**config.mk**
```make
export PLATFORM = sky130hd
export DESIGN_NAME = surv_mem
export DESIGN_NICKNAME = d
export VERILOG_FILES = /design/src/rtl/surv_mem.sv
export SDC_FILE = /design/constraint.sdc
export NUM_CORES = 1
export LEC_CHECK = 0
export ABC_AREA = 1
export BUFFER_PORTS_ARGS = -buffer_cell sky130_fd_sc_hd__buf_4
export CAP_MARGIN = 5
export CORE_ASPECT_RATIO = 1.4
export CORE_MARGIN = 5
export CORE_UTILIZATION = 60
export CTS_BUF_LIST = sky130_fd_sc_hd__clkbuf_2 sky130_fd_sc_hd__clkbuf_4 sky130_fd_sc_hd__clkbuf_8
export DETAILED_ROUTE_END_ITERATION = 10
export HOLD_SLACK_MARGIN = 0.06
export PLACE_DENSITY = 0.87
export SYNTH_ARGS = -nofsm -noshare
export SYNTH_HDL_FRONTEND = slang
export SYNTH_SLANG_ARGS = --single-unit
```
**constraint.sdc**
```tcl
create_clock -name clk -period 1.5 [get_ports clk]
set_input_delay 0.3 -clock clk [delete_from_list [all_inputs] [get_ports clk]]
set_output_delay 0.3 -clock clk [all_outputs]
set_load 0.01 [all_outputs]
```
**src/rtl/surv_mem.sv**
```systemverilog
// Survivor decision store: one synchronous write port, one combinational read port.
module surv_mem #(
  parameter int DEPTH = 32,
  parameter int NS    = 8,
  parameter int PTR_W = 5
) (
  input  logic             clk,
  input  logic             i_we,
  input  logic [PTR_W-1:0] i_waddr,
  input  logic [NS-1:0]    i_wdata,
  input  logic [PTR_W-1:0] i_raddr,
  output logic [NS-1:0]    o_rdata
);

  logic [NS-1:0] r_mem [DEPTH];

  always_ff @(posedge clk) begin
    if (i_we) r_mem[i_waddr] <= i_wdata;
  end

  assign o_rdata = r_mem[i_raddr];

endmodule

```
== Word-level counts from Yosys, hierarchy flattened ==
Memories as Yosys holds them, arrays and structs flattened.
Index checks and enable logic that the tools add are counted.
Widths: inputs -> output; s select.
Storage, ports and cells
  register bits after elaboration: 0
  RAM bits: 256
  logic and storage cells: 3
  memories: 1
Operators by class
  mux-type cells: 2
Memories
  r_mem: depth 32, width 8, rd ports 1, clocked after memory_dff 0, write ports 1, RTL line 15  | logic [NS-1:0] r_mem [DEPTH];
Operators with widths (number)
  $mux 1: 2

== Depth between registers and ports, before layout ==
Gate-level depths: netlist (run 1).
  depth in word-level cells: 2
  gate-level depth with buffers: 11
  gate-level depth less buffers: 9

== Least setup slack after synthesis (run 1) ==
No wires, ideal clock.
  path type: input to output
  start: in i_raddr[2]
  end: out o_rdata[1]
  data arrival time: 1151 ps
  data required time: 1200 ps
  slack: 49 ps
  stages: 8
  path buffers: 2
  cells stage by stage: clkbuf_1 clkbuf_1 nand3_1 nand2_1 nand2_1 nand2_1 nand2_1 nand2_1
On the way
  cells in the longest elaborated chain, start to end: 1
RTL lines
  start: declaration: RTL line 11  | input logic [PTR_W-1:0] i_raddr,
  $mem_v2 32x8
  end: declaration: RTL line 12  | output logic [NS-1:0] o_rdata
Every way passes these cells.

== Final worst setup path (run 1) ==
  start: mem r_mem[19][6]
  end: out o_rdata[6]
On the way
  cells in the longest elaborated chain, start to end: 1
RTL lines (RTL line)
  start: declaration: 15
  $mem_v2 32x8
Every way passes these cells.

==> impl_metrics.tcl, run 1 <==
set metrics [dict create \
    status "finished, violations left" \
    violations "setup timing" \
    clk_pin_slew_ps 70 \
    antenna_cells 0 \
    post-cts-setup-buffers 0 \
    max_cap_violations 0 \
    fin_area_sq_um 12450 \
    htreeDepth 2 \
    place_hpwl_mm 15.44 \
    fill_cells 1070 \
    cts_buffer_depth 3 \
    start_kind "flop" \
    async_reset_ff_frac 0 \
    hold_class "in -> reg" \
    io_pins 28 \
    largest_register_ffs 256 \
    synth_cell_types 11 \
    firstDrtPassIters 6 \
    ir_drop_mv 0.5734 \
    numCtsBuffers 37 \
    die_x_um 122.5 \
    tightest_slew_ps 399.4 \
    synth_edf_count 256 \
    wl_mm 25.61 \
    synth.avg_cell_area_sq_um 11.63 \
    finalCritPeriodShare 1.315 \
    crit_required_ps 1200 \
    fp.dieArea_sq_um 20510 \
    drt-vias-per-instance 5.971 \
    whs_endpoint "r_mem[21][1]$_DFFE_PP_" \
    cellPowerDensity_nw_per_um2 1149 \
    overflow 0 \
    yosys_warnings 0 \
    yosys-top-cells-count "nand2_1, edfxtp_1, nand3_1" \
    ys.flop_type "edfxtp_1" \
    netlist_instances 914 \
    grt_max_degree 49 \
    rsz0062_at_grt "true" \
    netlist_area_sq_um 10630 \
    grt_pass1_wl_mm 38.09 \
    layout.nets 1016 \
    synth_top_area_frac 0.7234 \
    port_buffers 27 \
    yosys_register_bits 256 \
    crit_arrival_ps 1670 \
    syn2layout_area_growth_pct 17.18 \
    crit_type "reg -> out" \
    report.final.slew_viol_count 0 \
    hold_ws_ps 218.7 \
    path_max_fanout 1 \
    slew_headroom 0.7337 \
    fin_ws_ps -472.3 \
    timing.fmax_ghz 0.5070 \
    placed_area_sq_um 11390 \
    holdPathStages 1 \
    drc 0 \
    endpoint_kind "primary output" \
    syn_nets 934 \
    hold_buffers 0 \
    clock-sinks 256 \
    gp_congestion 0.8961 \
    fp.dieH_um 167.5 \
    setup_viol 8 \
    grt_usage 0.2455 \
    top_register "r_mem" \
    hold_viol 0 \
    ys_seq_area_frac 0.7234 \
    largestRegisters "r_mem: 256 flops" \
    start_util 0.6107 \
    ant_nets 0 \
    leakage_nw 4.711 \
    core_sq_um 17400 \
    cts_tree "yes" \
    antenna_found_initial 0 \
    period_needed_ps 1972 \
    synth_most_common_cell "nand2_1" \
    synthDominantAreaCellType "edfxtp_1" \
    synth_area_leaders "edfxtp_1, nand2_1, nand3_1, buf_6, nor2_1" \
    post_drt_wl_per_cell_um 20.39 \
    vias 7499 \
    rows 57 \
    cts_root_buf "clkbuf_8" \
    first_global_vias 7151 \
    final_layout_size_suffix_gt1_frac 0.2382 \
    min-delay-start "i_wdata[1]" \
    drtIter0Drc 1013 \
]
## per-layer routing
metal  global-route usage  up-vias  part of all wire
met5                    0        -                 0
met4               0.1121        0             0.041
met3              0.04318       87              0.10
met2               0.4095      536              0.51
met1               0.3135     3542              0.35
li1                     -     3334                 -
## where the power goes
part / internal, W / leakage (nW) / switching, W
combinational: 0.000417 / 2.05 / 0.000810
sequential: 0.00796 / 2.31 / 0.0000216
clock: 0.00265 / 0.356 / 0.00246
## worst max-delay path by stage
stage	start	endpoint	slack, ps
finish	r_mem[19][6]$_DFFE_PP_	o_rdata[6]	-470
floorplan	i_raddr[2]	o_rdata[1]	50
detailed placement	i_raddr[0]	o_rdata[0]	-400
global placement	i_raddr[1]	o_rdata[1]	-370
CTS	r_mem[22][0]$_DFFE_PP_	o_rdata[0]	-460
global route	r_mem[31][6]$_DFFE_PP_	o_rdata[6]	-530
## cell type report
type / instances / area [sq um] / share of cell area
inverter: 10 / 38.79 / 0.003115
clock buffer: 49 / 611.8 / 0.04914
tap: 236 / 295.3 / 0.02371
clock inverter: 14 / 61.31 / 0.004924
timing repair buffer: 95 / 909.6 / 0.07305
sequential: 256 / 7687 / 0.6174
multi-input combinational: 596 / 2848 / 0.2287
## timing repair
item,4_1_cts,5_1_grt
gates resized for setup,35,66
pin swaps,40,65
endpoints found under the setup margin,8,8
## per-stage QoR
step | setup slack [ps] | instances | utilization | TNS, ps | power [W]
floorplan | 49.33 | 914 | - | 0 | 0.008733
global placement | -368.5 | 1193 | 0.6545 | -2712 | 0.009166
detailed placement | -404.0 | 1193 | 0.6545 | -2964 | 0.009207
CTS | -456.5 | 1256 | 0.7012 | -3539 | 0.01425
global route | -532.4 | 1256 | 0.7156 | -4035 | 0.01477
finish | -472.3 | 1256 | 0.7156 | -3588 | 0.01431
## critical path: stages, from the launching register on
cell and delay (ps):
edfxtp_1 370, nand2_1 80, nand3_1 90, nand3_1 120, nand2_1 80, nand2_1 100, nand2_2 80, nand2_2 60
nand2_2 60, buf_6 120
## logic make-up after synthesis
kind of cell | after synthesis | share of synthesized area
buf+inv | 62 | 0.04204
flops | 256 | 0.7234
simple gates | 596 | 0.2345
## cells in the final DEF (no fill, tap or decap), types with 10 or more instances in the layout
cell type and count:
nand2_2 42, nor2_1 32, nand3_2 50, edfxtp_1 256, clkbuf_4 10, buf_4 73, nand2_1 318, buf_12 13
clkbuf_8 39, nand3_1 154
Power figures use the tool's default switching activity.
==> inputs of run 2 (changes only) <==
--- a/config.mk
+++ b/config.mk
@@ -10,11 +10,11 @@
 export CAP_MARGIN = 5
 export CORE_ASPECT_RATIO = 1.4
 export CORE_MARGIN = 5
-export CORE_UTILIZATION = 60
+export CORE_UTILIZATION = 64
 export CTS_BUF_LIST = sky130_fd_sc_hd__clkbuf_2 sky130_fd_sc_hd__clkbuf_4 sky130_fd_sc_hd__clkbuf_8
 export DETAILED_ROUTE_END_ITERATION = 10
 export HOLD_SLACK_MARGIN = 0.06
-export PLACE_DENSITY = 0.87
+export PLACE_DENSITY = 0.91
 export SYNTH_ARGS = -nofsm -noshare
 export SYNTH_HDL_FRONTEND = slang
 export SYNTH_SLANG_ARGS = --single-unit
==> impl_metrics.tcl, run 2 (same netlist as run 1, synthesis figures left out) <==
set metrics [dict create \
    stdcell_count 1210 \
    fin_ws_ps -602.5 \
    min-delay-start "i_wdata[1]" \
    grt_max_degree 49 \
    ir_drop_mv 0.9457 \
    cpMostUsedCell "nand2_1" \
    report.final.slew_viol_count 0 \
    fp.dieArea_sq_um 19320 \
    rsz0062_at_grt "true" \
    drc 0 \
    overflow 0 \
    timing.fmax_ghz 0.4756 \
    antenna_cells 0 \
    cts_tree "yes" \
    path_max_fanout 1 \
    core_sq_um 16240 \
    cellPowerDensity_nw_per_um2 1171 \
    io_pins 28 \
    place_hpwl_mm 15.43 \
    ant_nets 0 \
    first_global_vias 7602 \
    layout.nets 1014 \
    top_register "r_mem" \
    largest_register_ffs 256 \
    grt_usage 0.2769 \
    post-route-util 0.7643 \
    crit_arrival_ps 1800 \
    crit_type "reg -> out" \
    finalPower_w 0.01454 \
    post_drt_wl_per_cell_um 23.19 \
    status "finished, violations left" \
    hold_viol 0 \
    final_layout_size_suffix_gt1_frac 0.2493 \
    crit_start "r_mem[21][2]$_DFFE_PP_" \
    leakage_nw 4.707 \
    start_kind "flop" \
    start_util 0.6543 \
    max_cap_violations 0 \
    violations "setup timing" \
    endpoint_kind "primary output" \
    fin_area_sq_um 12410 \
    slew_headroom 0.7158 \
    gp_congestion 0.8704 \
    die_x_um 118.9 \
    vias 7826 \
    rows 55 \
    port_buffers 27 \
    syn2layout_area_growth_pct 16.81 \
    drt-vias-per-instance 6.468 \
    slowest_stage "edfxtp_1" \
    dp.cells 1155 \
    final_common_cell "nand2_1" \
    placed_area_sq_um 11320 \
    fp.dieH_um 162.5 \
    htreeDepth 2 \
    crit_chain "nand2_1, nand3_1, nand3_2, nand2_1, nand2_1, nand2_1, nand2_1, nand2_2, buf_6" \
    clock-sinks 256 \
    post-cts-setup-buffers 0 \
    antenna_found_initial 0 \
    clk_pin_slew_ps 70 \
    numCtsBuffers 36 \
    firstDrtPassIters 6 \
    cpPeakStageDelay_ps 390 \
    cts_buffer_depth 3 \
    cts_root_buf "clkbuf_8" \
    largestRegisters "r_mem: 256 flops" \
    period_needed_ps 2102 \
    setup_viol 8 \
    crit_required_ps 1200 \
    grt_pass1_wl_mm 41.25 \
    layout_common_cells "nand2_1, edfxtp_1, nand3_1, buf_4, nand2_2" \
    tightest_slew_ps 425.8 \
    finalSetupTns_ps -4133 \
    finalCritPeriodShare 1.402 \
    hold_class "in -> reg" \
    drtIter0Drc 1413 \
    wl_mm 28.06 \
]
run 2: changes by cell type in the layout (fill, tap and decap cells not counted):
cell / change
buf_12: -1
buf_4: +1
buf_6: -1
bufinv_16: +2
clkbuf_4: +1
clkbuf_8: -2
clkinv_1: -6
clkinv_2: -3
clkinvlp_4: -1
inv_4: +1
nand2_1: -12
nand2_2: +12
run 2: timing repair:
item,4_1_cts,5_1_grt
resized for setup,46,67
setup endpoints to repair,8,8
pin swaps,43,39
hold buffers,0,0
run 2: area by class of cell:
cell class	instances	area (sq um)
flip-flops and latches	256	7687
fillers	822	3827
multi-input cells	596	2878
repair buffers	94	885.9
clock buffers	48	591.8
well taps	199	249.0
clock inverters	7	81.33
inverters	10	40.04
run 2: critical path: cells and delay by family (launching register included):
family	cells	cell delay (ps)
buffers and inverters	1	120
flip-flops	1	390
AND/OR/NAND/NOR	8	780
run 2: final timing paths:
check	depth (start not counted)	endpoint
max	9	o_rdata[2]
min	1	r_mem[21][1]$_DFFE_PP_
run 2: per-layer routing:
metal  up-vias  part of all wire  track usage
li1       3320                 -            -
met3       137              0.11      0.04482
met5         -                 0            0
met4         0             0.057       0.1381
met2       711              0.50       0.4869
met1      3658              0.33       0.3319
run 2: through the flow:
stage	hold WS, ps	setup slack (ps)
6_report	245.0	-602.5
5_1_grt	243.0	-680.4
4_1_cts	220.4	-461.3
3_5_place_dp	745.4	-420.3
3_3_place_gp	737.8	-359.8
2_1_floorplan	398.9	49.33
run 2: report_power, final:
part           internal [W]  leakage [nW]  switching (W)  total, W
Clock               0.00288         0.357        0.00240   0.00528
Combinational      0.000411          2.04       0.000873   0.00128
Sequential          0.00796          2.31      0.0000242   0.00798
Total                0.0112          4.71        0.00330    0.0145
==> inputs of run 3 (changes only) <==
--- a/config.mk
+++ b/config.mk
@@ -18,3 +18,4 @@
 export SYNTH_ARGS = -nofsm -noshare
 export SYNTH_HDL_FRONTEND = slang
 export SYNTH_SLANG_ARGS = --single-unit
+export TNS_END_PERCENT = 20
==> impl_metrics.tcl, run 3 (same netlist as run 1, synthesis figures left out) <==
set metrics [dict create \
    syn2layout_area_growth_pct 17.10 \
    finalSetupTns_ps -4627 \
    setup_viol 8 \
    start_kind "flop" \
    endpoint_kind "primary output" \
    grt_pass1_wl_mm 40.63 \
    htreeDepth 2 \
    largestRegisters "r_mem: 256 flops" \
    timing.fmax_ghz 0.4703 \
    path_max_fanout 1 \
    cellPowerDensity_nw_per_um2 1175 \
    tightest_slew_ps 443.8 \
    antenna_cells 0 \
    crit_type "reg -> out" \
    final_layout_size_suffix_gt1_frac 0.2552 \
    slew_headroom 0.7038 \
    place_ws_ps -420.3 \
    cts_buffer_depth 3 \
    multi_input_area_sq_um 2913 \
    gr-usage-met3 0.04656 \
    drt-vias-per-instance 6.601 \
    final_common_cell "nand2_1" \
    port_buffers 27 \
    die_x_um 118.9 \
    status "finished, violations left" \
    fin_ws_ps -626.5 \
    rsz0062_at_grt "true" \
    period_needed_ps 2127 \
    ir_drop_mv 0.9469 \
    firstDrtPassIters 7 \
    finalCritPeriodShare 1.418 \
    grt_usage 0.2726 \
    hold_class "in -> reg" \
    ant_nets 0 \
    max_cap_violations 0 \
    rows 55 \
    gr-usage-met2 0.4799 \
    layout_common_cells "nand2_1, edfxtp_1, nand3_1, buf_4, nand2_2" \
    clock-sinks 256 \
    cts_root_buf "clkbuf_8" \
    overflow 0 \
    start_util 0.6543 \
    place_hpwl_mm 15.43 \
    violations "setup timing" \
    drtIter0Drc 1504 \
    wl_mm 29.39 \
    drc 0 \
    crit_required_ps 1200 \
    grt_max_degree 49 \
    fp.dieH_um 162.5 \
    cts_tree "yes" \
    vias 7987 \
    fin_area_sq_um 12440 \
    clk_pin_slew_ps 80 \
    placed_area_sq_um 11320 \
    grt_busiest_layer "met2" \
    gp_congestion 0.8704 \
    grt.met1_usage 0.3285 \
    numCtsBuffers 36 \
    stdcell_count 1210 \
    first_global_vias 7505 \
    largest_register_ffs 256 \
    hold_viol 0 \
    leakage_nw 4.712 \
    core_sq_um 16240 \
    post_drt_wl_per_cell_um 24.29 \
    layout.nets 1014 \
    finalPower_w 0.01462 \
    ff_latch_area_sq_um 7687 \
    dp.cells 1155 \
    report.final.slew_viol_count 0 \
    io_pins 28 \
    antenna_found_initial 0 \
    top_register "r_mem" \
    fill_cells 799 \
    crit_arrival_ps 1830 \
    fp.dieArea_sq_um 19320 \
]
[run 3: path summary, 6_finish.rpt]
| path | cells past startpoint | to | slack [ps] | startpoint |
|---|---|---|---|---|
| min | 1 | r_mem[19][5]$_DFFE_PP_ | 220 | i_wdata[5] |
| max | 9 | o_rdata[1] | -630 | r_mem[11][1]$_DFFE_PP_ |
[run 3: layout make-up]
type / count / area share
sequential: 256 / 0.6178
clock buffer: 48 / 0.04756
tap: 199 / 0.02001
multi-input combinational: 596 / 0.2341
inverter: 10 / 0.003117
timing repair buffer: 94 / 0.07089
clock inverter: 7 / 0.006536
[run 3: what timing repair did]
item / CTS / global route
cloned: 0 / 0
pin swaps: 28 / 44
setup endpoints to repair: 8 / 8
resized for setup: 31 / 88
setup buffers: 0 / 0
hold buffers: 0 / 0
endpoints found under the hold margin: 0 / 0
[run 3: worst max-delay path, stage by stage, from the launching register on]
cell and delay, ps:
edfxtp_1 410, nand2_1 110, nand3_1 120, nand3_1 100, nand2_1 70, nand2_1 100, nand2_1 110, nand2_1 110
nand2_2 80, buf_6 120
[run 3: metrics by stage]
step / utilization / hold slack, ps
floorplan: - / 398.9
global placement: 0.6972 / 737.8
detailed placement: 0.6972 / 745.4
CTS: 0.7460 / 220.4
global route: 0.7662 / 222.0
finish: 0.7662 / 220.0
[run 3: metal layers]
metal  vias to the layer above  routed length (um)
met2                       767               14360
met3                       186                3280
met5                         -                   0
met1                      3715                9608
li1                       3319                   -
met4                         0                2142
[run 3: where the power goes]
group / internal, W / switching [W] / total, W
logic: 0.000413 / 0.000894 / 0.00131
registers: 0.00796 / 0.0000256 / 0.00798
clock network: 0.00288 / 0.00245 / 0.00533
